## config.mk

```make
export PLATFORM = sky130hd
export DESIGN_NAME = instr_fetch_unit
export DESIGN_NICKNAME = d
export VERILOG_FILES = /design/src/rtl/instr_fetch_unit.sv
export SDC_FILE = /design/constraint.sdc
export NUM_CORES = 1
export LEC_CHECK = 0
export ABC_AREA = 1
export BUFFER_PORTS_ARGS = -buffer_cell sky130_fd_sc_hd__buf_2
export CAP_MARGIN = 10
export CORE_MARGIN = 2
export CORE_UTILIZATION = 50
export DETAILED_ROUTE_END_ITERATION = 6
export PLACE_DENSITY = 0.85
export SLEW_MARGIN = 20
export SYNTH_ARGS = -nofsm -noshare
export SYNTH_HDL_FRONTEND = slang
export SYNTH_SLANG_ARGS = --single-unit
export TNS_END_PERCENT = 100
```

## constraint.sdc

```tcl
create_clock -name clk -period 4.8 [get_ports clk]
set_input_delay 0.24 -clock clk [delete_from_list [all_inputs] [get_ports clk]]
set_output_delay 0.24 -clock clk [all_outputs]
set_load 0.02 [all_outputs]
```

## src/rtl/instr_fetch_unit.sv

```systemverilog
// instr_fetch_unit: single-beat instruction fetch with decode handshake, PC control and fault halt.
// One request outstanding at most; redirects win over every other event in the cycle.
module instr_fetch_unit #(
    parameter logic [31:0] IMEM_BASE  = 32'h0100_0000,
    parameter logic [31:0] IMEM_LIMIT = 32'h0100_0FFC,
    parameter int          TIMEOUT    = 16
) (
    input  logic        clk,
    input  logic        rstn,
    input  logic [31:0] instr_addr,
    input  logic        halt,
    output logic        pc_we,
    output logic        pc_imm,
    output logic [31:0] pc_imm_addr,
    input  logic        redirect_valid,
    input  logic [31:0] redirect_addr,
    output logic        imem_req,
    output logic [31:0] imem_addr,
    input  logic        imem_rvalid,
    input  logic [31:0] imem_rdata,
    input  logic        imem_err,
    output logic        if_valid,
    input  logic        if_ready,
    output logic [31:0] if_instr,
    output logic [31:0] if_pc,
    output logic        fault,
    output logic [1:0]  fault_cause
);
    typedef enum logic [2:0] {S_REQ, S_WAIT, S_HOLD, S_DRAIN, S_HALTED} state_t;

    state_t     state, state_n;
    logic [7:0] cnt;
    logic [1:0] cause;
    logic       redir_ok, redir_bad, in_range, timed_out, active;

    assign redir_ok  = redirect_valid && redirect_addr[1:0] == 2'b00;
    assign redir_bad = redirect_valid && redirect_addr[1:0] != 2'b00;
    assign in_range  = instr_addr >= IMEM_BASE && instr_addr <= IMEM_LIMIT;
    assign timed_out = cnt == 8'(TIMEOUT - 1);

    always_ff @(posedge clk) begin
        if (!rstn)
            state <= S_REQ;
        else
            state <= state_n;
    end

    always_comb begin
        state_n = state;
        cause   = 2'd0;
        if (redir_bad && state != S_HALTED) begin
            state_n = S_HALTED;
            cause   = 2'd2;
        end else begin
            case (state)
                S_REQ: begin
                    if (redir_ok)
                        state_n = S_REQ;
                    else if (halt)
                        state_n = S_HALTED;
                    else if (!in_range) begin
                        state_n = S_HALTED;
                        cause   = 2'd1;
                    end else
                        state_n = S_WAIT;
                end
                S_WAIT: begin
                    if (redir_ok)
                        state_n = imem_rvalid ? S_REQ : S_DRAIN;
                    else if (imem_rvalid) begin
                        state_n = imem_err ? S_HALTED : S_HOLD;
                        cause   = imem_err ? 2'd3 : 2'd0;
                    end else if (timed_out) begin
                        state_n = S_HALTED;
                        cause   = 2'd3;
                    end
                end
                S_HOLD: state_n = (redir_ok || if_ready) ? S_REQ : S_HOLD;
                S_DRAIN: begin
                    if (imem_rvalid)
                        state_n = S_REQ;
                    else if (timed_out) begin
                        state_n = S_HALTED;
                        cause   = 2'd3;
                    end
                end
                default: state_n = S_HALTED;
            endcase
        end
    end

    // Outputs are forced low while rstn is asserted so reset looks clean on the pins.
    always_comb begin
        active      = rstn && state != S_HALTED;
        pc_we       = active && (redir_ok || (state == S_HOLD && if_valid && if_ready));
        pc_imm      = active && redir_ok;
        pc_imm_addr = pc_imm ? redirect_addr : 32'd0;
        imem_req    = rstn && state == S_REQ && !redirect_valid && !halt && in_range;
    end

    always_ff @(posedge clk) begin
        if (!rstn) begin
            imem_addr   <= IMEM_BASE;
            cnt         <= 8'd0;
            if_valid    <= 1'b0;
            if_instr    <= 32'd0;
            if_pc       <= 32'd0;
            fault       <= 1'b0;
            fault_cause <= 2'd0;
        end else begin
            if (imem_req)
                imem_addr <= instr_addr;
            cnt <= state == S_REQ ? 8'd0 : (state == S_WAIT || state == S_DRAIN) ? cnt + 8'd1 : cnt;
            if (state == S_WAIT && state_n == S_HOLD) begin
                if_instr <= imem_rdata;
                if_pc    <= imem_addr;
                if_valid <= 1'b1;
            end
            if (state == S_HOLD && state_n != S_HOLD)
                if_valid <= 1'b0;
            if (state != S_HALTED && state_n == S_HALTED && cause != 2'd0) begin
                fault       <= 1'b1;
                fault_cause <= cause;
            end
        end
    end
endmodule

```

# After elaboration in Yosys (flattened, before gate mapping)
# Index checks and enable logic that the tools add are counted.
[word_totals]
reg_bits = 111
latchBits = 0
mem_bits_rw = 0
mem_bits_ro = 0
inputBits = 103
output_inout_bits = 135
n_memories = 0
[classes]
n_addsub = 1
n_mul = 0
div = 0
magnitude_cmp = 2
n_eq_ne = 8
shifts = 0
muxes = 23
bitwise_logic = 1
n_reduce_logical = 28
[op_table]
columns = ["op", "count"]
rows = [
  ["32-bit by 25-bit >= comparator with 1-bit output (second input constant)", 1],
  ["32-bit by 25-bit less-or-equal comparator with 1-bit output (second input constant)", 1],
  ["32-bit two-way mux", 1],
  ["3-bit two-way mux", 9],
  ["1-bit logical AND", 17],
  ["2-bit two-way mux", 8],
  ["3-bit case mux with 4 select lines", 1],
  ["3-bit by 2-bit equality test with 1-bit output (second input constant)", 3],
  ["8-bit by 1-bit adder with 8-bit output (second input constant)", 1],
  ["8-bit by 4-bit equality test with 1-bit output (second input constant)", 1],
  ["2-bit case mux with 3 select lines", 1],
  ["2-bit nonzero test", 2],
  ["2-bit OR reduction", 2],
  ["3-bit by 1-bit equality test with 1-bit output (second input constant)", 1],
  ["3-bit equality test (second input constant)", 1],
  ["3-bit logical NOT", 1],
  ["1-bit logical OR", 3],
  ["1-bit two-way mux", 3],
  ["3-bit by 2-bit != test with 1-bit output (second input constant)", 1],
  ["3-bit != test (second input constant)", 1],
  ["1-bit logical NOT", 2],
  ["2-bit logical NOT", 1],
  ["1-bit inverter", 1],
]

# Longest topological paths before layout
# Gate-level depths: netlist (run 1).
[logic_depth]
depth_word = 10
ltp_mapped = 15
mapped_depth_nobuf = 13

# Worst setup path before layout (run 1)
# No wires, ideal clock.
[synth_path]
path_type = "register to output"
from = "register state[0]"
to = "output pc_imm_addr[10]"
t_arrival_ns = 1.517
required_time_ns = 4.560
slack_ns = 3.043
path_stages_with_launch = 8
path_buffers = 1
path_cell_list = "dfxtp_1 nor3_1 nor2_1 inv_1 nor2_1 inv_1 clkbuf_1 nor2_1"
[synth_between]
elab_chain_cells = 4
[synth_rtl]
columns = ["item", "line", "source"]
rows = [
  ["start, declared", "31", "state_t state, state_n;"],
  ["start signal, assigned", "45", "state <= state_n;"],
  ["3-bit != test", "94", "active = rstn && state != S_HALTED;"],
  ["1-bit logical AND", "94", ""],
  ["1-bit logical AND", "96", "pc_imm = active && redir_ok;"],
  ["named net pc_imm", "13", "output logic pc_imm,"],
  ["32-bit two-way mux", "97", "pc_imm_addr = pc_imm ? redirect_addr : 32'd0;"],
  ["end, declared", "14", "output logic [31:0] pc_imm_addr,"],
]
# The timed path passes the listed nets, and every way through them passes these cells.

# Worst setup path in the final report (run 1)
[layout_path]
from = "register cnt[0]"
to = "register if_pc[15]"
[layout_between]
elab_chain_cells = 8
[layout_rtl]
columns = ["item", "line", "source"]
rows = [
  ["start, declared", "32", "logic [7:0] cnt;"],
  ["start signal, assigned", "113", "cnt <= state == S_REQ ? 8'd0 : (state == S_WAIT || state == S_DRAIN) ? cnt + 8'd1 : cnt;"],
  ["8-bit by 4-bit equality test with 1-bit output *", "39", "assign timed_out = cnt == 8'(TIMEOUT - 1);"],
  ["3-bit two-way mux *", "73, 82", ""],
  ["3-bit two-way mux", "70", "else if (imem_rvalid) begin"],
  ["3-bit two-way mux", "68", "if (redir_ok)"],
  ["3-bit case mux with 4 select lines *", "55", "case (state)"],
  ["3-bit two-way mux *", "51", "if (redir_bad && state != S_HALTED) begin"],
  ["3-bit by 2-bit equality test with 1-bit output *", "114", "if (state == S_WAIT && state_n == S_HOLD) begin"],
  ["1-bit logical AND *", "114", ""],
  ["end signal, assigned", "116", "if_pc <= imem_addr;"],
  ["end, declared", "25", "output logic [31:0] if_pc,"],
]
# Mark *: on every way between the ends. The rest lies on a longest branch, timed or not.
# A chain may end at the register's enable or synchronous reset.

==> metrics, run 1 <==
TNS Setup 0 ns; Final Setup Violations 0; worst-margin pin slew between 1 and 1.5 ns; initial antenna violation count 0; Synth Warn # 0; largest family of logic cells by synthesized area simple AND/OR/NAND/NOR gates; Fin Hold WS 0.09147 ns; met2 usage 43.00%; Seq/Total Area, Yosys 43.90%; Mapped Cells 757; # IOs 238; clock-pin slew on the worst setup and hold paths 0.11 ns; clock tree buffer depth 2; HPWL Detailed ~9.6 mm; synthesized flop and latch total 111; largest stage delay on the critical path 0.67 ns; drt pass-1 iters 5; Required @ worst endpoint 5.09 ns; Tmin final 2.726 ns; Die Span Y around 100 microns; Core ar. 9819 sq um; most used routing layer met2; CTS hold repair buffers 0; buffer and inverter count on the worst path 4; Post-synth EDFFs 0; worst setup margin around 2.1 ns; Compound-Gate Fraction of Synth Area 3.732%; Core Util, Final roughly two thirds; Synth Area in Simple Gates 35.27%; first-pass GRT wire length 21.56 mm; CTS resizes 0; Post-CTS Setup Inserts 0; P&R area growth vs syn 26.45%; Max Freq roughly 370 MHz; crit share post-route a little under three fifths; status complete, no violations; Post-Synth XOR/XNOR Area 0.3460%; Post-Route WL 13.26 mm; unrepaired setup endpoints after global routing false; H-tree Lvls 3; Pwr Density 247.4 nW/um^2; crit path DAT between 3 and 4 ns; Final Wtd Congestion 0.8203; all-layer global routing usage 23.58%; peak fanout along the critical path 34; Critical-path top delay cell nor2_4; port bufs 235; critical path, cell by cell ha_1 > inv_1 > nor2_2 > inv_2 > nor2_2 > o21ai_1 > nand3_1 > nand2_1 > inv_1 > nand3_1 > nor2_4 > buf_4 > nor2_1 > nor2_1; Setup CP Type reg2reg; Leakage 3.573 nW; Avg WL per Cell 12.07 microns; R2R Setup Slk 2.07 ns; Die X-Extent about 100 microns; dpl ws 2.081 ns; # DRC 0; initial DRC count 204; Synth Flop Type dfxtp_1; met3 usage 4.304%; Setup crit start kind register; final hold vios 0; leading cell type in the layout, fill and taps excluded buf_2; max cap viols 0; Global Route met1 Usage 28.23%; class of the worst hold path in2reg; CP top delay family simple AND/OR/NAND/NOR gates; TritonCTS sink count 111; share of layout cells above drive strength 1 27.74%; clock skew 0.01530 ns; CP Capture Type register; Worst slew margin between 20% and 30%; worst vdd ir 0.0001491 V; routed vias/inst 4.730; Initial Util 51.55%; detailed-route via count 5198; most frequent cells in the layout buf_2, nor2_1, inv_1; CTS Buf Count 9; nets around 1100; Yosys cell types 29; Root Driver clkbuf_8; post-synthesis adder-cell area fraction 0.2472%; FP Rows 36; vias in the first global route ~4700; die area between 10000 and 15000 sq um; global route overflow 0; Detail Route Antenna Nets 0; largest net degree at the start of global routing 93; Synth Area per Inst 6.687 sq um; CTS tree built; clk_lat worst skew 0.36 ns; Async S/R FF share, synth 0%; fin. max-slew vios 0; ANT cells 0; mux cell area share after synthesis 0%; Synth Cell Area 5062 sq um
## worst register-to-register path: stages (launching register included)
cell,delay [ns]
dfxtp_1,0.37
ha_1,0.17
inv_1,0.06
nor2_2,0.13
inv_2,0.05
nor2_2,0.11
o21ai_1,0.09
nand3_1,0.09
nand2_1,0.08
inv_1,0.06
nand3_1,0.12
nor2_4,0.67
buf_4,0.46
nor2_1,0.10
nor2_1,0.10
## kinds of logic (layout without fill, tap and decap cells)
logic type,count (synthesis),in the layout
adder cells (fa/ha/maj),1,1
other,1,2
AO/OA/AOI/OAI,32,32
XOR/XNOR,2,2
AND/OR/NAND/NOR,409,409
flip-flops,111,111
buffers and inverters,201,409
## Yosys cell counts (5+ instances only)
| library cell | instances | area share (%) |
|---|---|---|
| nor2_1 | 188 | 14 |
| nand4_1 | 66 | 8.2 |
| nand3_1 | 36 | 3.6 |
| buf_4 | 7 | 1.0 |
| inv_1 | 150 | 11 |
| buf_2 | 11 | 1.1 |
| o21ai_0 | 10 | 0.99 |
| buf_6 | 5 | 1.1 |
| a21oi_1 | 9 | 0.89 |
| o31ai_1 | 7 | 1.0 |
| nand2_1 | 103 | 7.6 |
| clkbuf_1 | 10 | 0.74 |
| dfxtp_1 | 111 | 44 |
| nor3_1 | 7 | 0.69 |
| buf_1 | 15 | 1.1 |
## layer usage
metal	up-vias	wire, microns
met2	189	6642
li1	2717	-
met3	19	824
met4	0	181
met1	2273	5612
met5	-	0
## final timing paths
path / from / to / depth (start not counted)
min reg2reg: imem_addr[23]$_SDFFE_PN0P_ / imem_addr[23]$_SDFFE_PN0P_ / 2
max: cnt[0]$_SDFFE_PP0N_ / if_pc[15]$_SDFFE_PN0P_ / 14
min: instr_addr[4] / imem_addr[4]$_SDFFE_PN0P_ / 3
max reg2reg: cnt[0]$_SDFFE_PP0N_ / if_pc[15]$_SDFFE_PN0P_ / 14
## where the power goes
group          internal (W)  total, W  switching (W)
Combinational     0.0000530  0.000123      0.0000698
Clock              0.000204  0.000536       0.000332
Sequential         0.000923  0.000925     0.00000158
## final cells by class
class / count / area (sq um)
clock buffers: 10 / 127.6
clock inverters: 6 / 66.31
fillers: 932 / 3418
inverters: 153 / 574.3
multi-input cells: 446 / 2031
flip-flops and latches: 111 / 2222
well taps: 133 / 166.4
repair buffers: 240 / 1214
## state kept, by name (all words and copies together), names as in the netlist
name	flops
fault	1
if_instr	32
imem_addr	32
if_valid	1
cnt	8
state	3
if_pc	32
fault_cause	2
## through the flow
stage                     instances  total power (W)  cell area (sq um)
after floorplan                 758         0.001011               5066
after global placement         1083         0.001068               6207
after detailed placement       1083         0.001069               6207
after CTS                      1099         0.001600               6401
after global routing           1099         0.001652               6401
final                          1099         0.001584               6401
(Power assumes the default switching activity.)
==> run 2: changes to the inputs <==
--- a/config.mk
+++ b/config.mk
@@ -9,9 +9,9 @@
 export BUFFER_PORTS_ARGS = -buffer_cell sky130_fd_sc_hd__buf_2
 export CAP_MARGIN = 10
 export CORE_MARGIN = 2
-export CORE_UTILIZATION = 50
+export CORE_UTILIZATION = 47
 export DETAILED_ROUTE_END_ITERATION = 6
-export PLACE_DENSITY = 0.85
+export PLACE_DENSITY = 0.81
 export SLEW_MARGIN = 20
 export SYNTH_ARGS = -nofsm -noshare
 export SYNTH_HDL_FRONTEND = slang
==> constraint.sdc (replaced) <==
create_clock -name clk -period 2.52 [get_ports clk]
set_input_delay 0.126 -clock clk [delete_from_list [all_inputs] [get_ports clk]]
set_output_delay 0.126 -clock clk [all_outputs]
set_load 0.02 [all_outputs]
==> run 2 against run 1 <==
Clock power is 90% higher. Critical endpoint is now pc_imm_addr[5]. Sequential share of layout area is 0.80 points lower. Die area is 6.1% higher. Final cell count is 1.5% higher. Design area is 2.3% higher. Wire length is 2.4% higher. Count of clock-buffer cells in the layout stayed put. Clock skew hardly changed. Register-to-register slack worse by 1.5 ns. Worst hold slack worse by 0.045 ns. Core utilization is 2.0 points lower.
==> metrics, run 2 (same netlist as run 1, synthesis figures left out) <==
status complete, no violations; first-pass GRT wire length 21.96 mm (+1.9%); R2R Setup Slk 0.59 ns (-1.48 ns); CTS tree built; CTS Buf Count 9 (unchanged); initial antenna violation count 0 (unchanged); Final Setup Violations 0 (unchanged); clock-pin slew on the worst setup and hold paths 0.11 ns (about the same); vias in the first global route 4789 (+2.7%); Tmin final 2.205 ns; die area 11620 sq um (+6.1%); Setup CP Type reg2out; all-layer global routing usage 23.37% (-0.22 points); CTS hold repair buffers 6 (+6); unrepaired setup endpoints after global routing false; biggest regs if_instr: 32 flops, if_pc: 32 flops, imem_addr: 32 flops; Core ar. 10370 sq um (+5.6%); clock tree buffer depth 2 (unchanged); Root Driver clkbuf_8; crit path DAT 2.08 ns (-0.94 ns); share of layout cells above drive strength 1 28.09% (+0.35 points); Required @ worst endpoint 2.39 ns (-2.70 ns); ANT cells 0 (unchanged); # DRC 0 (unchanged); Post-CTS Setup Inserts 0 (unchanged); most frequent cells in the layout buf_2, nor2_1, inv_1; Detail Route Antenna Nets 0 (unchanged); # IOs 238 (unchanged); Final Wtd Congestion 0.8357 (+1.9%); Max Freq 453.6 MHz; TNS Setup 0 ns (unchanged); Avg WL per Cell 12.17 microns (+0.90%); final instance area 6551 sq um (+2.3%); FP Rows 37 (+2.8%); CP Capture Type output pin; clock skew 0.01540 ns (+0.0001062 ns); crit share post-route 87.48%; Die Span Y 107.8 microns (+3.0%); max cap viols 0 (unchanged); worst vdd ir 0.0003662 V (+150%); initial DRC count 247 (+21%); routed vias/inst 4.685 (-0.94%); dpl cell area 6301 sq um (+1.5%); P&R area growth vs syn 29.41%; Filler Cell Count 1008 (+8.2%); Pwr Density 462.7 nW/um^2 (+87%); Die X-Extent 107.8 microns (+3.0%); area occupied by multi-input gates 2031 sq um (unchanged); detailed-route via count 5224 (+0.50%); class of the worst hold path in2reg; Worst slew margin 36.54% (+11 points); fin. max-slew vios 0 (unchanged); TritonCTS sink count 111 (unchanged); H-tree Lvls 3 (unchanged); HPWL Detailed 9.665 mm (+0.87%); clk_lat worst skew 0.37 ns (about the same); CTS resizes 0 (unchanged); leading cell type in the layout, fill and taps excluded buf_2; Post-Route WL 13.58 mm (+2.4%); Seq. cell area 2222 sq um (unchanged); nets 1078 (+1.2%); peak fanout along the critical path 30 (-12%); Initial Util 48.82% (-2.7 points); global route overflow 0 (unchanged); Leakage 3.639 nW (+1.8%); largest net degree at the start of global routing 93 (unchanged); Setup crit start kind register; drt pass-1 iters 5 (unchanged); worst-margin pin slew 0.9519 ns (-0.1596 ns); final hold vios 0 (unchanged); port bufs 235 (unchanged)
[run 2: worst paths after layout]
| path | start | endpoint | cells past startpoint |
|---|---|---|---|
| min reg2reg | imem_addr[28]$_SDFFE_PN0P_ | imem_addr[28]$_SDFFE_PN0P_ | 2 |
| min | instr_addr[0] | imem_addr[0]$_SDFFE_PN0P_ | 3 |
| max reg2reg | cnt[1]$_SDFFE_PP0N_ | if_pc[0]$_SDFFE_PN0P_ | 14 |
| max | state[2]$_SDFF_PN0_ | pc_imm_addr[5] | 8 |
[run 2: cell type report]
type / instances / area share, %
clock inverters: 6 / 0.9549
flip-flops and latches: 111 / 33.92
well taps: 136 / 2.597
repair buffers: 253 / 20.82
multi-input cells: 446 / 31.00
clock buffers: 10 / 1.948
inverters: 153 / 8.766
[run 2: through the flow]
step                hold slack (ns)  instances  setup slack, ns  utilization, %  total power [W]
floorplan                    0.2387        758           0.8019               -         0.001926
global placement             0.3387       1093           0.6335           60.76         0.002039
detailed placement           0.3461       1093           0.5853           60.76         0.002041
CTS                         0.02898       1115           0.3056           63.18         0.003064
global route                0.04508       1115           0.1116           63.18         0.003167
finish                      0.04629       1115           0.3155           63.18         0.003031
[run 2: where the power goes]
group | leakage, nW | switching (W) | internal (W)
Clock | 0.0961 | 0.000635 | 0.000387
Sequential | 0.895 | 0.00000303 | 0.00176
Combinational | 2.65 | 0.000137 | 0.000110
Total | 3.64 | 0.000776 | 0.00226
[run 2: critical path, cell delays in order (launching register included)]
cell and delay, ns:
dfxtp_1 0.37, inv_2 0.06, nor3_1 0.18, nor2_1 0.07
inv_1 0.07, nor2_1 0.06, inv_1 0.60, nor2_1 0.10
buf_2 0.19
[run 2: routing by layer]
metal	track usage, %	wire length, microns	up-vias
met4	7.051	222	0
li1	-	-	2743
met1	28.92	5711	2288
met2	41.33	6812	175
met5	0	0	-
met3	3.995	828	18
==> run 3: changes to the inputs <==
--- a/config.mk
+++ b/config.mk
@@ -8,7 +8,6 @@
 export ABC_AREA = 1
 export BUFFER_PORTS_ARGS = -buffer_cell sky130_fd_sc_hd__buf_2
 export CAP_MARGIN = 10
-export CORE_MARGIN = 2
 export CORE_UTILIZATION = 47
 export DETAILED_ROUTE_END_ITERATION = 6
 export PLACE_DENSITY = 0.81
==> run 3 against run 2 <==
Critical path type unchanged. Via count increased by 2.8%. Worst setup slack got worse by 0.070 ns. Register-to-register slack got worse by 0.26 ns. Maximum frequency decreased by 3.1%.
==> metrics, run 3 (same netlist as run 1, synthesis figures left out) <==
worst setup margin 0.2451 ns (-0.07040 ns); Tmin final 2.275 ns (+0.07040 ns); critical path, cell by cell inv_2 > nor3_1 > nor2_1 > inv_1 > nor2_1 > inv_1 > nor2_1 > buf_2; Avg WL per Cell 12.14 microns (-0.27%); TritonCTS sink count 111 (unchanged); hold_sp instr_addr[0]; class of the worst hold path in2reg; dpl ws -0.2210 ns (-0.8063 ns); largest stage delay on the critical path 0.58 ns (-0.02 ns); worst vdd ir 0.0002473 V (-32%); largest net degree at the start of global routing 93 (unchanged); ANT cells 0 (unchanged); clock-pin slew on the worst setup and hold paths 0.11 ns (about the same); final hold vios 0 (unchanged); Setup CP Type reg2out; die area 11190 sq um (-3.7%); clock skew 0.02059 ns (+0.005191 ns); status complete, no violations; drt pass-1 iters 5 (unchanged); CP top delay family buffers and inverters; Fin Hold WS 0.02834 ns (-0.01795 ns); Final Setup Violations 0 (unchanged); Post-CTS Setup Inserts 0 (unchanged); hold path depth 3 (unchanged); Critical-path top delay cell inv_1; fin. max-slew vios 0 (unchanged); all-layer global routing usage 24.45% (+1.1 points); H-tree Lvls 3 (unchanged); Top cell by count, worst path nor2_1; R2R depth 14 (unchanged); CTS Buf Count 9 (unchanged); Post-Route WL 13.75 mm (+1.3%); Root Driver clkbuf_8; vias in the first global route 4894 (+2.2%); Core ar. 10370 sq um (unchanged); crit path DAT 2.15 ns (+0.07 ns); biggest regs if_instr: 32 flops, if_pc: 32 flops, imem_addr: 32 flops; share of layout cells above drive strength 1 29.52% (+1.4 points); Final Wtd Congestion 0.8095 (-3.1%); R2R Setup Slk 0.33 ns (-0.26 ns); HPWL Detailed 9.496 mm (-1.7%); first-pass GRT wire length 22.33 mm (+1.7%); detailed-route via count 5371 (+2.8%); Setup crit start kind register; initial DRC count 331 (+34%); clk_lat worst skew 0.37 ns (about the same); clock tree buffer depth 2 (unchanged); P&R area growth vs syn 32.35%; Die Span Y 105.8 microns (-1.9%); CTS tree built; global route overflow 0 (unchanged); routed vias/inst 4.745 (+1.3%); Required @ worst endpoint 2.39 ns (about the same); Hold Path End imem_addr[0]$_SDFFE_PN0P_; initial antenna violation count 0 (unchanged); unrepaired setup endpoints after global routing false; FF-to-FF Start cnt[1]$_SDFFE_PP0N_; Leakage 3.718 nW (+2.2%); most frequent cells in the layout buf_2, nor2_1, inv_1; Die X-Extent 105.8 microns (-1.9%); CP Capture Type output pin; worst-margin pin slew 0.9256 ns (-0.02631 ns); # IOs 238 (unchanged); Detail Route Antenna Nets 0 (unchanged); reg-to-reg endpoint if_pc[1]$_SDFFE_PN0P_; leading cell type in the layout, fill and taps excluded buf_2; FP Rows 37 (unchanged); Initial Util 48.82% (unchanged); crit share post-route 90.27% (+2.8 points); port bufs 235 (unchanged); peak fanout along the critical path 30 (unchanged); Filler Cell Count 968 (-4.0%); Max Freq 439.6 MHz (-3.1%); buffer and inverter count on the worst path 4 (unchanged); nets 1095 (+1.6%); max cap viols 0 (unchanged); Worst slew margin 38.30% (+1.8 points); Pwr Density 456.7 nW/um^2 (-1.3%); # DRC 0 (unchanged)
run 3: area by class of cell:
cell class | count | area [sq um] | share of cell area (%)
well taps | 136 | 170.2 | 2.540
clock inverters | 7 | 76.32 | 1.139
clock buffers | 9 | 123.9 | 1.849
flip-flops and latches | 111 | 2222 | 33.17
inverters | 153 | 574.3 | 8.571
multi-input cells | 448 | 2053 | 30.64
repair buffers | 268 | 1480 | 22.09
run 3: report_power, final:
group	total [W]	internal [W]	switching [W]
Sequential	0.00176	0.00176	0.00000306
Clock	0.00105	0.000391	0.000656
Combinational	0.000251	0.000113	0.000138
run 3: repair_timing:
action / CTS / global route
resized for setup: 1 / 2
endpoints found under the hold margin: 6 / 0
endpoints found under the setup margin: 19 / 42
cloned: 1 / 1
hold buffers: 6 / 0
pin swaps: 1 / 2
run 3: worst max path at each step:
stage	cells past startpoint	to	start	slack (ns)
floorplan	14	if_instr[10]$_SDFFE_PN0P_	cnt[0]$_SDFFE_PP0N_	0.80
global placement	14	if_pc[8]$_SDFFE_PN0P_	cnt[1]$_SDFFE_PP0N_	-0.09
detailed placement	14	if_pc[7]$_SDFFE_PN0P_	cnt[1]$_SDFFE_PP0N_	-0.22
CTS	13	if_pc[23]$_SDFFE_PN0P_	cnt[1]$_SDFFE_PP0N_	-0.02
global route	8	pc_imm_addr[2]	state[2]$_SDFF_PN0_	0.03
finish	8	pc_imm_addr[2]	state[2]$_SDFF_PN0_	0.25
run 3: worst register-to-register path: cells and delay by family, from the launching register on:
kind            cells  cell delay [ns]
compound gates      1             0.08
flops               1             0.36
simple gates        8             1.11
buf+inv             4             0.43
fa+ha+maj           1             0.17
run 3: metrics by stage:
stage	power (W)	std cells	util (%)	area, sq um	setup TNS (ns)
after global placement	0.002043	1108	61.85	6414	-1.555
after detailed placement	0.002045	1108	61.85	6414	-3.667
final	0.003060	1132	64.61	6700	0
after floorplan	0.001926	758	-	5066	0
after global routing	0.003188	1132	64.61	6700	0
after CTS	0.003078	1131	64.45	6684	-0.2399
run 3: per-layer routing:
layer	up-vias	global-route usage [%]	routed length, microns
met3	22	3.216	845
met5	-	0	0
li1	2775	-	-
met4	0	7.837	222
met2	219	42.16	6655
met1	2355	31.53	6021
